## src/rtl/piso_pkg.sv

```systemverilog
// Shared types and helpers for the parallel-in/serial-out serializer.
package piso_pkg;

  typedef enum logic [1:0] {
    IDLE,
    SHIFT,
    GAP
  } state_e;

  // Bits needed to count 0..n-1, never less than one.
  function automatic int unsigned cnt_width(input int unsigned n);
    return (n <= 2) ? 1 : $clog2(n);
  endfunction

endpackage

```

## src/rtl/piso_bit_cnt.sv

```systemverilog
// Clearable up-counter with a registered terminal-count flag (o_tc == (count == MaxVal)).
module piso_bit_cnt #(
  parameter int unsigned Width  = 1,
  parameter int unsigned MaxVal = 0
) (
  input  logic clk,
  input  logic rst,
  input  logic i_clr,
  input  logic i_en,
  output logic o_tc
);

  logic [Width-1:0] r_cnt;
  logic [Width-1:0] w_cnt_next;
  logic             r_tc;

  always_comb begin
    w_cnt_next = r_cnt;
    if (i_clr) begin
      w_cnt_next = '0;
    end else if (i_en) begin
      w_cnt_next = r_cnt + Width'(1);
    end
  end

  // The flag is registered alongside the count so it can feed outputs that must be flops.
  always_ff @(posedge clk or negedge rst) begin
    if (!rst) begin
      r_cnt <= '0;
      r_tc  <= (MaxVal == 0);
    end else begin
      r_cnt <= w_cnt_next;
      r_tc  <= (w_cnt_next == Width'(MaxVal));
    end
  end

  assign o_tc = r_tc;

endmodule

```

## src/rtl/piso_serializer.sv

```systemverilog
// Parallel-in/serial-out serializer with valid/ready load handshake and optional idle gap.
module piso_serializer
  import piso_pkg::*;
#(
  parameter int unsigned WIDTH      = 8,
  parameter bit          MSB_FIRST  = 1'b1,
  parameter int unsigned GAP_CYCLES = 0
) (
  input  logic             clk,
  input  logic             rst,
  input  logic             load_valid,
  input  logic [WIDTH-1:0] load_data,
  output logic             load_ready,
  output logic             ser_out,
  output logic             ser_frame,
  output logic             busy,
  output logic             done
);

  localparam int unsigned CntW   = cnt_width(WIDTH);
  localparam int unsigned GapW   = cnt_width(GAP_CYCLES);
  localparam int unsigned GapMax = (GAP_CYCLES > 0) ? GAP_CYCLES - 1 : 0;
  localparam bit          HasGap = (GAP_CYCLES > 0);

  state_e           r_state, w_state_next;
  logic [WIDTH-1:0] r_shreg, w_shreg_next;
  logic             r_ser_out, w_ser_out_next;
  logic             r_ser_frame;
  logic             w_xfer;
  logic             w_bit_tc;
  logic             w_gap_tc;

  // Gated by rst so no word is offered as accepted while the block is held in reset.
  assign load_ready = rst & ((r_state == IDLE) | ((r_state == SHIFT) & w_bit_tc & ~HasGap));
  assign w_xfer     = load_valid & load_ready;

  piso_bit_cnt #(
    .Width (CntW),
    .MaxVal(WIDTH - 1)
  ) u_bit_cnt (
    .clk  (clk),
    .rst  (rst),
    .i_clr(w_xfer | ((r_state == SHIFT) & w_bit_tc)),
    .i_en (r_state == SHIFT),
    .o_tc (w_bit_tc)
  );

  piso_bit_cnt #(
    .Width (GapW),
    .MaxVal(GapMax)
  ) u_gap_cnt (
    .clk  (clk),
    .rst  (rst),
    .i_clr((r_state != GAP) | w_gap_tc),
    .i_en (r_state == GAP),
    .o_tc (w_gap_tc)
  );

  always_comb begin
    w_state_next   = r_state;
    w_shreg_next   = '0;
    w_ser_out_next = 1'b0;
    unique case (r_state)
      IDLE: begin
        if (w_xfer) w_state_next = SHIFT;
      end
      SHIFT: begin
        if (w_bit_tc) begin
          if (w_xfer)      w_state_next = SHIFT;
          else if (HasGap) w_state_next = GAP;
          else             w_state_next = IDLE;
        end
      end
      GAP: begin
        if (w_gap_tc) w_state_next = IDLE;
      end
      default: w_state_next = IDLE;
    endcase

    // The first bit goes straight to ser_out; the shift register holds the remainder.
    if (w_xfer) begin
      if (MSB_FIRST) begin
        w_ser_out_next = load_data[WIDTH-1];
        w_shreg_next   = {load_data[WIDTH-2:0], 1'b0};
      end else begin
        w_ser_out_next = load_data[0];
        w_shreg_next   = {1'b0, load_data[WIDTH-1:1]};
      end
    end else if ((r_state == SHIFT) && !w_bit_tc) begin
      if (MSB_FIRST) begin
        w_ser_out_next = r_shreg[WIDTH-1];
        w_shreg_next   = {r_shreg[WIDTH-2:0], 1'b0};
      end else begin
        w_ser_out_next = r_shreg[0];
        w_shreg_next   = {1'b0, r_shreg[WIDTH-1:1]};
      end
    end
  end

  always_ff @(posedge clk or negedge rst) begin
    if (!rst) begin
      r_state     <= IDLE;
      r_shreg     <= '0;
      r_ser_out   <= 1'b0;
      r_ser_frame <= 1'b0;
    end else begin
      r_state     <= w_state_next;
      r_shreg     <= w_shreg_next;
      r_ser_out   <= w_ser_out_next;
      r_ser_frame <= (w_state_next == SHIFT);
    end
  end

  assign ser_out   = r_ser_out;
  assign ser_frame = r_ser_frame;
  assign busy      = (r_state != IDLE);
  // Bit-counter flag is a flop that is high only while bit WIDTH-1 is on ser_out.
  assign done      = w_bit_tc;

endmodule

```

## config.mk

```make
export PLATFORM = sky130hd
export DESIGN_NAME = piso_serializer
export DESIGN_NICKNAME = d
export VERILOG_FILES = /design/src/rtl/piso_pkg.sv /design/src/rtl/piso_bit_cnt.sv /design/src/rtl/piso_serializer.sv
export SDC_FILE = /design/constraint.sdc
export NUM_CORES = 1
export LEC_CHECK = 0
export BUFFER_PORTS_ARGS = -buffer_cell sky130_fd_sc_hd__buf_2
export CORE_ASPECT_RATIO = 0.8
export CORE_MARGIN = 2
export CORE_UTILIZATION = 35
export DETAILED_ROUTE_END_ITERATION = 16
export PLACE_DENSITY = 0.65
export SLEW_MARGIN = 20
export SYNTH_ARGS = -nofsm -noshare
export SYNTH_HDL_FRONTEND = slang
export SYNTH_SLANG_ARGS = --single-unit
```

## constraint.sdc

```tcl
create_clock -name clk -period 1.25 [get_ports clk]
set_input_delay 0.125 -clock clk [delete_from_list [all_inputs] [get_ports clk]]
set_output_delay 0.125 -clock clk [all_outputs]
set_load 0.05 [all_outputs]
```

==> impl_metrics.env, run 1 <==
export IMPL_critical_path_class="register to register"
export IMPL_ys_warn_count=0
export IMPL_hold_path_class="primary input to register"
export IMPL_htree_levels=1
export IMPL_worst_r2r_endpoint="u_bit_cnt.o_tc$_DFF_PN0_"
export IMPL_fin_hold_ws_ps=27.9
export IMPL_dp_hpwl_um=908
export IMPL_combPwrFrac_pct=52.3
export IMPL_clkSlewWorstSetupHoldPaths_ps=110
export IMPL_grt_max_degree=12
export IMPL_drive_gt1_share_pct=49.4
export IMPL_ys_ff_latch=17
export IMPL_dr_pass1_iters=4
export IMPL_die_w_um=54.1
export IMPL_layout_nets=96
export IMPL_reg2reg_slack_ps=-150
export IMPL_syn_nets=64
export IMPL_fmaxAchievable_mhz=713
export IMPL_leakage_uw=0.000468
export IMPL_antenna_found_initial=0
export IMPL_fp_row_count=14
export IMPL_place_congestion=0.764
export IMPL_grt_pass1_vias=528
export IMPL_slew_violations=0
export IMPL_fin_crit_sh_pct=112
export IMPL_port_buffers=15
export IMPL_crit_required_ps=1430
export IMPL_p_switching_uw=912
export IMPL_clock_skew_ps=9.96
export IMPL_antenna_cells=0
export IMPL_drc=0
export IMPL_final_common_cell="dfrtp_1"
export IMPL_r2r_start="u_bit_cnt.r_cnt[0]$_DFF_PN0_"
export IMPL_synthesis_area_sq_um=702
export IMPL_final_cell_area_sq_um=972
export IMPL_crit_chain="ha_1 > nor2b_1 > a221o_1 > and3b_1"
export IMPL_grt_ovfl_total=0
export IMPL_cp_top_family="flip-flops"
export IMPL_clock_latency_ps=300
export IMPL_tightest_slew_ps=394
export IMPL_ys_types=24
export IMPL_setup_slack_ps=-152
export IMPL_yosysSeqAreaShare_pct=60.8
export IMPL_power_density_mw_per_mm2=2410
export IMPL_critical_path_buf_inv_count=0
export IMPL_ios=16
export IMPL_drtIter0Drc=4
export IMPL_maxCapViolCount=0
export IMPL_drtAntennaViolNets=0
export IMPL_syn_instance_count=52
export IMPL_r2r_cells=4
export IMPL_cts_tree="yes"
export IMPL_cp_arrival_ps=1590
export IMPL_wl_per_cell_um=11.8
export IMPL_vias=507
export IMPL_violations="negative setup slack"
export IMPL_maxSlewHeadroom_pct=73.7
export IMPL_hold_path_end="r_shreg[1]$_DFF_PN0_"
export IMPL_cts_buffers=3
export IMPL_timing_hold_worst_start="load_data[0]"
export IMPL_status="finished, violations left"
export IMPL_die_y_um=44.1
export IMPL_finalHoldViolations=0
export IMPL_root_buffer="clkbuf_4"
export IMPL_hold_depth=2
export IMPL_avgViaCountPerCell=4.74
export IMPL_dieArea_sq_mm=0.00238
export IMPL_period_needed_ps=1400
export IMPL_cts_buffer_depth=2
export IMPL_crit_path_top_delay_cell="dfrtp_1"
export IMPL_crit_path_max_incr_delay_ps=400
export IMPL_drt_total_wl_um=1270
export IMPL_track_usage_pct=13.4
export IMPL_dp_worst_setup_slack_ps=-155
export IMPL_grt_pass1_wl_um=2230
export IMPL_syn_area_per_cell_sq_um=13.5
export IMPL_setup_viol=4
export IMPL_worstPathMaxFanout=2
export IMPL_start_kind="register"
export IMPL_switching_share_pct=38.9
export IMPL_cp_depth=4
export IMPL_cp_end_kind="register"
export IMPL_area_delta_synth_final_pct=38.5
export IMPL_p_int_uw=1430
export IMPL_clock_sinks=17
export IMPL_ir_worst_vdd_v=0.00159
export IMPL_sequentialPowerShare_pct=34.8
export IMPL_initial_utilization_pct=37.1
export IMPL_clkPwrFrac_pct=12.9
export IMPL_mostFrequentLayoutCells="dfrtp_1, buf_2, buf_4"
export IMPL_core_sq_mm=0.00189
export IMPL_rsz0062_at_grt="true"
export IMPL_place_area_sq_um=867
[timing repair]
item / CTS / global route
setup endpoints to repair: 4 / 15
buffers inserted: 2 / 1
hold buffers: 2 / 0
endpoints found under the hold margin: 17 / 0
pin swaps: 0 / 2
resized for setup: 9 / 1
[worst max-delay path by stage]
stage                                 startpoint                       end
global route        u_bit_cnt.r_cnt[0]$_DFF_PN0_  u_bit_cnt.o_tc$_DFF_PN0_
global placement    u_bit_cnt.r_cnt[0]$_DFF_PN0_  u_bit_cnt.o_tc$_DFF_PN0_
CTS                 u_bit_cnt.r_cnt[0]$_DFF_PN0_  u_bit_cnt.o_tc$_DFF_PN0_
finish              u_bit_cnt.r_cnt[0]$_DFF_PN0_  u_bit_cnt.o_tc$_DFF_PN0_
detailed placement  u_bit_cnt.r_cnt[0]$_DFF_PN0_  u_bit_cnt.o_tc$_DFF_PN0_
floorplan           u_bit_cnt.r_cnt[0]$_DFF_PN0_  u_bit_cnt.o_tc$_DFF_PN0_
[stage by stage]
stage,total power (uW),TNS (ps),cells,utilization (%)
final,2350,-473,107,51.4
after global routing,2500,-739,107,51.4
after CTS,2320,-418,106,50.8
after detailed placement,1880,-155,98,45.8
after global placement,1860,-90.9,98,45.8
after floorplan,1570,-141,52,-
[Yosys cell counts]
| library cell | number | area share [%] |
|---|---|---|
| nand2b_1 | 1 | 0.89 |
| nand3b_1 | 1 | 1.1 |
| and3b_1 | 1 | 1.2 |
| nor4_1 | 1 | 0.89 |
| nor3b_4 | 1 | 2.7 |
| dfstp_2 | 1 | 3.7 |
| dfrtp_1 | 16 | 57 |
| nor3b_1 | 1 | 1.1 |
| a221o_1 | 1 | 1.4 |
| o21ai_0 | 1 | 0.71 |
| o22a_2 | 1 | 1.4 |
| or2_1 | 2 | 1.8 |
| xor2_1 | 1 | 1.2 |
| nand2_1 | 2 | 1.1 |
| nor3_1 | 1 | 0.71 |
| inv_1 | 2 | 1.1 |
| a22o_1 | 7 | 8.7 |
| a21oi_1 | 2 | 1.4 |
| and2_1 | 2 | 1.8 |
| nor2b_1 | 2 | 1.8 |
| nor3_4 | 1 | 2.3 |
| ha_1 | 1 | 1.8 |
| buf_6 | 2 | 3.2 |
| or2_2 | 1 | 0.89 |
[cell type report]
class                      count  area [sq um]
multi-input combinational     31           270
timing repair buffer          29           205
clock inverter                 1          7.51
clock buffer                   3          22.5
fill                         180           920
inverter                       2          7.51
tap                           24          30.0
sequential                    17           429
[flip-flops by register name (all words and copies together) (netlist names)]
signal           flops
r_shreg              7
u_gap_cnt.r_cnt      1
ser_out              1
ser_frame            1
u_bit_cnt.o_tc       1
r_state              2
u_gap_cnt.o_tc       1
u_bit_cnt.r_cnt      3
[power by group through the flow]
stage	Sequential, uW	Clock, uW	Combinational (uW)
2_1_floorplan	955	0	611
3_3_place_gp	811	0	1040
3_5_place_dp	822	0	1050
4_1_cts	818	316	1190
5_1_grt	837	341	1320
6_report	817	302	1230
[routing by layer]
layer | GRT usage, % | wire length [um] | up-vias
li1 | - | - | 245
met1 | 16.2 | 585 | 246
met2 | 21.5 | 587 | 16
met3 | 7.09 | 91 | 0
met4 | 3.00 | 0 | 0
met5 | 0 | 0 | -
[cell families (layout without fill, tap and decap cells)]
kind of cell    after synthesis  after routing  share of synthesized area, %
flops                        17             17                          60.8
fa+ha+maj                     1              1                          1.78
buf+inv                       4             35                          4.28
xor+xnor                      1              1                          1.25
simple gates                 17             17                          18.2
compound gates               12             12                          13.7
No activity file was read; power rests on OpenSTA's default activity.
==> inputs of run 2 (changes only) <==
CELL_PAD_IN_SITES_DETAIL_PLACEMENT = 1   (was unset)
CELL_PAD_IN_SITES_GLOBAL_PLACEMENT = 1   (was unset)
PLACE_DENSITY = 0.76   (was 0.65)
==> run 2 against run 1 <==
The run still ends with negative setup slack left. Register-to-register slack hardly changed. Cell area rose by 7.2%. Count of clock-buffer cells in the layout grew 1. Fmax rose by 0.10%. Critical path type unchanged. Largest power group unchanged. Highest routed layer is now met4.
==> impl_metrics.env, run 2 (synthesized netlist as in run 1, its figures left out) <==
export IMPL_status="finished, violations left"
export IMPL_violations="negative setup slack"
export IMPL_drtIter0Drc=3
export IMPL_maxCapViolCount=0
export IMPL_r2r_start="u_bit_cnt.r_cnt[0]$_DFF_PN0_"
export IMPL_crit_required_ps=1440
export IMPL_finalHoldViolations=0
export IMPL_dp_hpwl_um=1010
export IMPL_area_delta_synth_final_pct=48.5
export IMPL_avgViaCountPerCell=4.92
export IMPL_slew_violations=0
export IMPL_antenna_found_initial=0
export IMPL_drive_gt1_share_pct=52.9
export IMPL_fin_hold_ws_ps=33.2
export IMPL_final_cell_area_sq_mm=0.00104
export IMPL_root_buffer="clkbuf_4"
export IMPL_final_common_cell="dfrtp_1"
export IMPL_reg2reg_slack_ps=-150
export IMPL_tightest_slew_ps=245
export IMPL_cp_arrival_ps=1590
export IMPL_dp_worst_setup_slack_ps=-122
export IMPL_drtAntennaViolNets=0
export IMPL_antenna_cells=0
export IMPL_clock_sinks=17
export IMPL_start_kind="register"
export IMPL_wl_met2_um=906
export IMPL_htree_levels=1
export IMPL_cts_buffer_depth=2
export IMPL_hold_depth=2
export IMPL_hold_path_end="r_shreg[1]$_DFF_PN0_"
export IMPL_leakage_uw=0.000500
export IMPL_cts_tree="yes"
export IMPL_worst_r2r_endpoint="u_bit_cnt.o_tc$_DFF_PN0_"
export IMPL_vias=546
export IMPL_place_area_sq_um=867
export IMPL_setup_slack_ps=-151
export IMPL_m1WireLength_um=871
export IMPL_die_w_um=54.1
export IMPL_mostFrequentLayoutCells="dfrtp_1, buf_2, buf_4"
export IMPL_fmaxAchievable_mhz=714
export IMPL_rsz0062_at_grt="true"
export IMPL_dr_wl_met3_um=62
export IMPL_clock_skew_ps=1.81
export IMPL_die_y_um=44.1
export IMPL_maxSlewHeadroom_pct=83.7
export IMPL_dr_max_layer_used="met4"
export IMPL_timing_hold_worst_start="load_data[0]"
export IMPL_port_buffers=15
export IMPL_ir_worst_vdd_v=0.00132
export IMPL_cp_end_kind="register"
export IMPL_grt_ovfl_total=0
export IMPL_drc=0
export IMPL_clkSlewWorstSetupHoldPaths_ps=100
export IMPL_cts_buffers=3
export IMPL_worstSetupStartpoint="u_bit_cnt.r_cnt[0]$_DFF_PN0_"
export IMPL_grt_pass1_vias=563
export IMPL_worstPathMaxFanout=2
export IMPL_period_needed_ps=1400
export IMPL_hold_path_class="primary input to register"
export IMPL_power_density_mw_per_mm2=2510
export IMPL_place_congestion=0.727
export IMPL_largestRegisters="r_shreg (7), u_bit_cnt.r_cnt (3), r_state (2)"
export IMPL_dieArea_sq_mm=0.00238
export IMPL_grt_pass1_wl_um=2750
export IMPL_dr_pass1_iters=4
export IMPL_fin_crit_sh_pct=112
export IMPL_clock_latency_ps=290
export IMPL_layout_nets=100
export IMPL_drt_total_wl_um=1850
export IMPL_total_power_uw=2620
export IMPL_r2r_cells=4
export IMPL_largest_register_ffs=7
export IMPL_critical_path_class="register to register"
export IMPL_track_usage_pct=17.2
export IMPL_grt_max_degree=15
export IMPL_ios=16
export IMPL_initial_utilization_pct=37.1
export IMPL_core_sq_mm=0.00189
export IMPL_wl_per_cell_um=16.6
export IMPL_fp_row_count=14
export IMPL_setup_viol=14
export IMPL_largest_register="r_shreg"
==> run 2: cell types whose count changed in the layout (fill, tap and decap cells not counted), sizes merged <==
cell         delta
dlygate4sd3     -1
buf             +5
clkinvlp        -1
clkbuf          +1
==> run 2: worst max-delay path, cell delays in order (launching register included) <==
cell and delay (ps):
dfrtp_1 400, ha_1 290, nor2b_1 140, a221o_1 300
and3b_1 170
==> run 2: power by group <==
| part | switching, uW | internal (uW) |
|---|---|---|
| Combinational | 739 | 753 |
| Sequential | 104 | 723 |
| Clock | 177 | 124 |
==> run 2: routing by layer <==
layer / global-route usage (%) / vias up
li1: - / 254
met4: 4.50 / 0
met3: 6.08 / 2
met1: 24.2 / 277
met5: 0 / -
met2: 25.6 / 13
==> run 2: timing repair <==
item | CTS | global route
gates cloned | 1 | 0
hold buffers | 1 | 0
setup buffers | 2 | 5
pin swaps | 0 | 11
gates resized for setup | 12 | 5
endpoints found under the hold margin | 16 | 0
setup endpoints to repair | 13 | 15
==> run 2: how the worst max path moves through the flow <==
| stage | endpoint | cells after the start | slack [ps] |
|---|---|---|---|
| after global routing | load_ready | 3 | -190 |
| after global placement | u_bit_cnt.o_tc$_DFF_PN0_ | 4 | -100 |
| after floorplan | u_bit_cnt.o_tc$_DFF_PN0_ | 4 | -80 |
| final | u_bit_cnt.o_tc$_DFF_PN0_ | 4 | -150 |
| after CTS | load_ready | 3 | -140 |
| after detailed placement | u_bit_cnt.o_tc$_DFF_PN0_ | 4 | -120 |
==> run 2: metrics by stage <==
step | utilization, % | setup TNS (ps) | cells
finish | 55.1 | -868 | 111
CTS | 51.1 | -439 | 106
global placement | 45.8 | -423 | 98
global route | 55.1 | -1450 | 111
detailed placement | 45.8 | -589 | 98
floorplan | - | -141 | 52
==> run 2: layout make-up <==
cell class | instances | area [sq um]
inverters | 2 | 7.51
flip-flops and latches | 17 | 429
well taps | 24 | 30.0
multi-input cells | 31 | 285
fillers | 214 | 850
clock buffers | 4 | 26.3
repair buffers | 33 | 264
==> inputs of run 3 (changes only) <==
==> constraint.sdc (replaced) <==
create_clock -name clk -period 1.25 [get_ports clk]
set_input_delay 0.0625 -clock clk [delete_from_list [all_inputs] [get_ports clk]]
set_output_delay 0.0625 -clock clk [all_outputs]
set_load 0.05 [all_outputs]
==> run 3 against run 2 <==
The flow still finishes with violations (negative setup slack). Count of clock-buffer cells in the layout decreased by 1. Register-to-register slack got worse by 20 ps. Non-clock buffer count increased by 12. First-iteration DRC count increased to 2.7 times the previous value. Clock skew increased by 4.5 ps. Critical path depth unchanged. Hold slack improved by 170 ps. Critical path type unchanged. Largest cell class unchanged.
==> impl_metrics.env, run 3 (synthesized netlist as in run 1, its figures left out) <==
export IMPL_cp_end_kind="register"
export IMPL_place_congestion=0.702
export IMPL_fillers=208
export IMPL_dp_hpwl_um=1050
export IMPL_die_y_um=44.1
export IMPL_grt_max_degree=13
export IMPL_wl_per_cell_um=17.2
export IMPL_m1WireLength_um=849
export IMPL_ir_worst_vdd_v=0.00143
export IMPL_mostFrequentLayoutCells="buf_2, dfrtp_1, buf_4"
export IMPL_regArea_sq_um=429
export IMPL_root_buffer="clkbuf_4"
export IMPL_dr_pass1_iters=3
export IMPL_antenna_found_initial=0
export IMPL_r2r_cells=4
export IMPL_htree_levels=1
export IMPL_reg2reg_slack_ps=-180
export IMPL_clock_latency_ps=300
export IMPL_hold_path_class="primary input to register"
export IMPL_clock_skew_ps=6.35
export IMPL_leakage_uw=0.000566
export IMPL_wl_met2_um=1170
export IMPL_port_buffers=15
export IMPL_crit_path_top_delay_cell="dfrtp_1"
export IMPL_tightest_slew_ps=262
export IMPL_setup_slack_ps=-176
export IMPL_grt_ovfl_total=0
export IMPL_timing_hold_worst_start="load_valid"
export IMPL_utilization_pct=60.8
export IMPL_critical_path_buf_inv_count=0
export IMPL_die_w_um=54.1
export IMPL_drt_total_wl_um=2120
export IMPL_drtAntennaViolNets=0
export IMPL_cts_buffers=3
export IMPL_power_density_mw_per_mm2=2280
export IMPL_setup_viol=4
export IMPL_crit_chain="ha_1 > nor2b_4 > a221o_1 > and3b_1"
export IMPL_final_cell_area_sq_mm=0.00115
export IMPL_vias=598
export IMPL_critical_path_class="register to register"
export IMPL_crit_required_ps=1440
export IMPL_core_sq_mm=0.00189
export IMPL_antenna_cells=0
export IMPL_slew_violations=0
export IMPL_status="finished, violations left"
export IMPL_ios=16
export IMPL_cp_arrival_ps=1620
export IMPL_grt_pass1_vias=654
export IMPL_tns_ps=-301
export IMPL_fin_crit_sh_pct=114
export IMPL_cp_top_family="flip-flops"
export IMPL_largest_register_ffs=7
export IMPL_largestRegisters="r_shreg (7), u_bit_cnt.r_cnt (3), r_state (2)"
export IMPL_total_power_uw=2620
export IMPL_finalHoldViolations=0
export IMPL_maxCapViolCount=0
export IMPL_violations="negative setup slack"
export IMPL_dieArea_sq_mm=0.00238
export IMPL_multi_input_area_sq_um=280
export IMPL_worstPathMaxFanout=2
export IMPL_rsz0062_at_grt="true"
export IMPL_maxSlewHeadroom_pct=82.4
export IMPL_initial_utilization_pct=37.1
export IMPL_start_kind="register"
export IMPL_dr_wl_met3_um=79
export IMPL_dr_max_layer_used="met4"
export IMPL_layout_nets=112
export IMPL_cts_tree="yes"
export IMPL_clock_sinks=17
export IMPL_place_area_sq_um=867
export IMPL_period_needed_ps=1430
export IMPL_crit_path_max_incr_delay_ps=390
export IMPL_fp_row_count=14
export IMPL_fmaxAchievable_mhz=701
export IMPL_hold_path_end="u_bit_cnt.r_cnt[0]$_DFF_PN0_"
export IMPL_cts_buffer_depth=2
export IMPL_r2r_start="u_bit_cnt.r_cnt[1]$_DFF_PN0_"
export IMPL_grt_pass1_wl_um=3160
export IMPL_hold_depth=3
export IMPL_drc=0
export IMPL_drive_gt1_share_pct=49.5
export IMPL_clkSlewWorstSetupHoldPaths_ps=100
export IMPL_drtIter0Drc=8
export IMPL_avgViaCountPerCell=4.86
export IMPL_dp_worst_setup_slack_ps=-168
export IMPL_area_delta_synth_final_pct=63.8
export IMPL_track_usage_pct=19.4
export IMPL_largest_register="r_shreg"
export IMPL_worst_r2r_endpoint="u_bit_cnt.o_tc$_DFF_PN0_"
[run 3: cell count changes in the layout (fill, tap and decap cells not counted), sizes merged]
| cell | previous run | this run |
|---|---|---|
| buf | 32 | 34 |
| clkinv | 0 | 1 |
| dlymetal6s4s | 0 | 1 |
| dlygate4sd3 | 1 | 10 |
| clkbuf | 4 | 3 |
[run 3: layout make-up]
type / count / share of cell area, %
well taps: 24 / 2.61
multi-input cells: 31 / 24.4
clock inverters: 1 / 0.435
flip-flops and latches: 17 / 37.3
clock buffers: 3 / 1.96
inverters: 2 / 0.653
repair buffers: 45 / 32.6
[run 3: power breakdown]
part | leakage (uW) | switching (uW) | total (uW) | internal [uW]
registers | 0.000216 | 96.6 | 819 | 723
clock network | 0.0000177 | 181 | 301 | 119
logic | 0.000333 | 762 | 1500 | 735
[run 3: worst reg2reg max path, cell delays in order, from the launching register on]
cell	delay, ps
dfrtp_1	390
ha_1	300
nor2b_4	130
a221o_1	320
and3b_1	190
[run 3: metrics by stage]
| step | hold slack (ps) | instances |
|---|---|---|
| 2_1_floorplan | -233 | 52 |
| 4_1_cts | 167 | 118 |
| 3_5_place_dp | 19.7 | 98 |
| 3_3_place_gp | 8.20 | 98 |
| 6_report | 201 | 123 |
| 5_1_grt | 188 | 123 |
[run 3: metal layers]
| layer | up-vias | GRT usage [%] |
|---|---|---|
| li1 | 281 | - |
| met1 | 299 | 23.1 |
| met2 | 16 | 34.1 |
| met3 | 2 | 6.08 |
| met4 | 0 | 4.50 |
| met5 | - | 0 |
[run 3: worst max-delay path by stage]
stage | start | endpoint | slack (ps) | cells after the start
floorplan | u_bit_cnt.r_cnt[0]$_DFF_PN0_ | u_bit_cnt.o_tc$_DFF_PN0_ | -80 | 4
global placement | u_bit_cnt.r_cnt[0]$_DFF_PN0_ | u_bit_cnt.o_tc$_DFF_PN0_ | -90 | 4
detailed placement | u_bit_cnt.r_cnt[0]$_DFF_PN0_ | u_bit_cnt.o_tc$_DFF_PN0_ | -170 | 4
CTS | u_bit_cnt.r_cnt[1]$_DFF_PN0_ | u_bit_cnt.o_tc$_DFF_PN0_ | -140 | 4
global route | u_bit_cnt.r_cnt[1]$_DFF_PN0_ | u_bit_cnt.o_tc$_DFF_PN0_ | -230 | 4
finish | u_bit_cnt.r_cnt[1]$_DFF_PN0_ | u_bit_cnt.o_tc$_DFF_PN0_ | -180 | 4
[run 3: repair_timing]
action	4_1_cts	5_1_grt
setup endpoints to repair	4	15
hold buffers	9	2
cloned	0	1
endpoints found under the hold margin	25	16
resized for setup	10	7
pin swaps	1	3
setup buffers	7	2
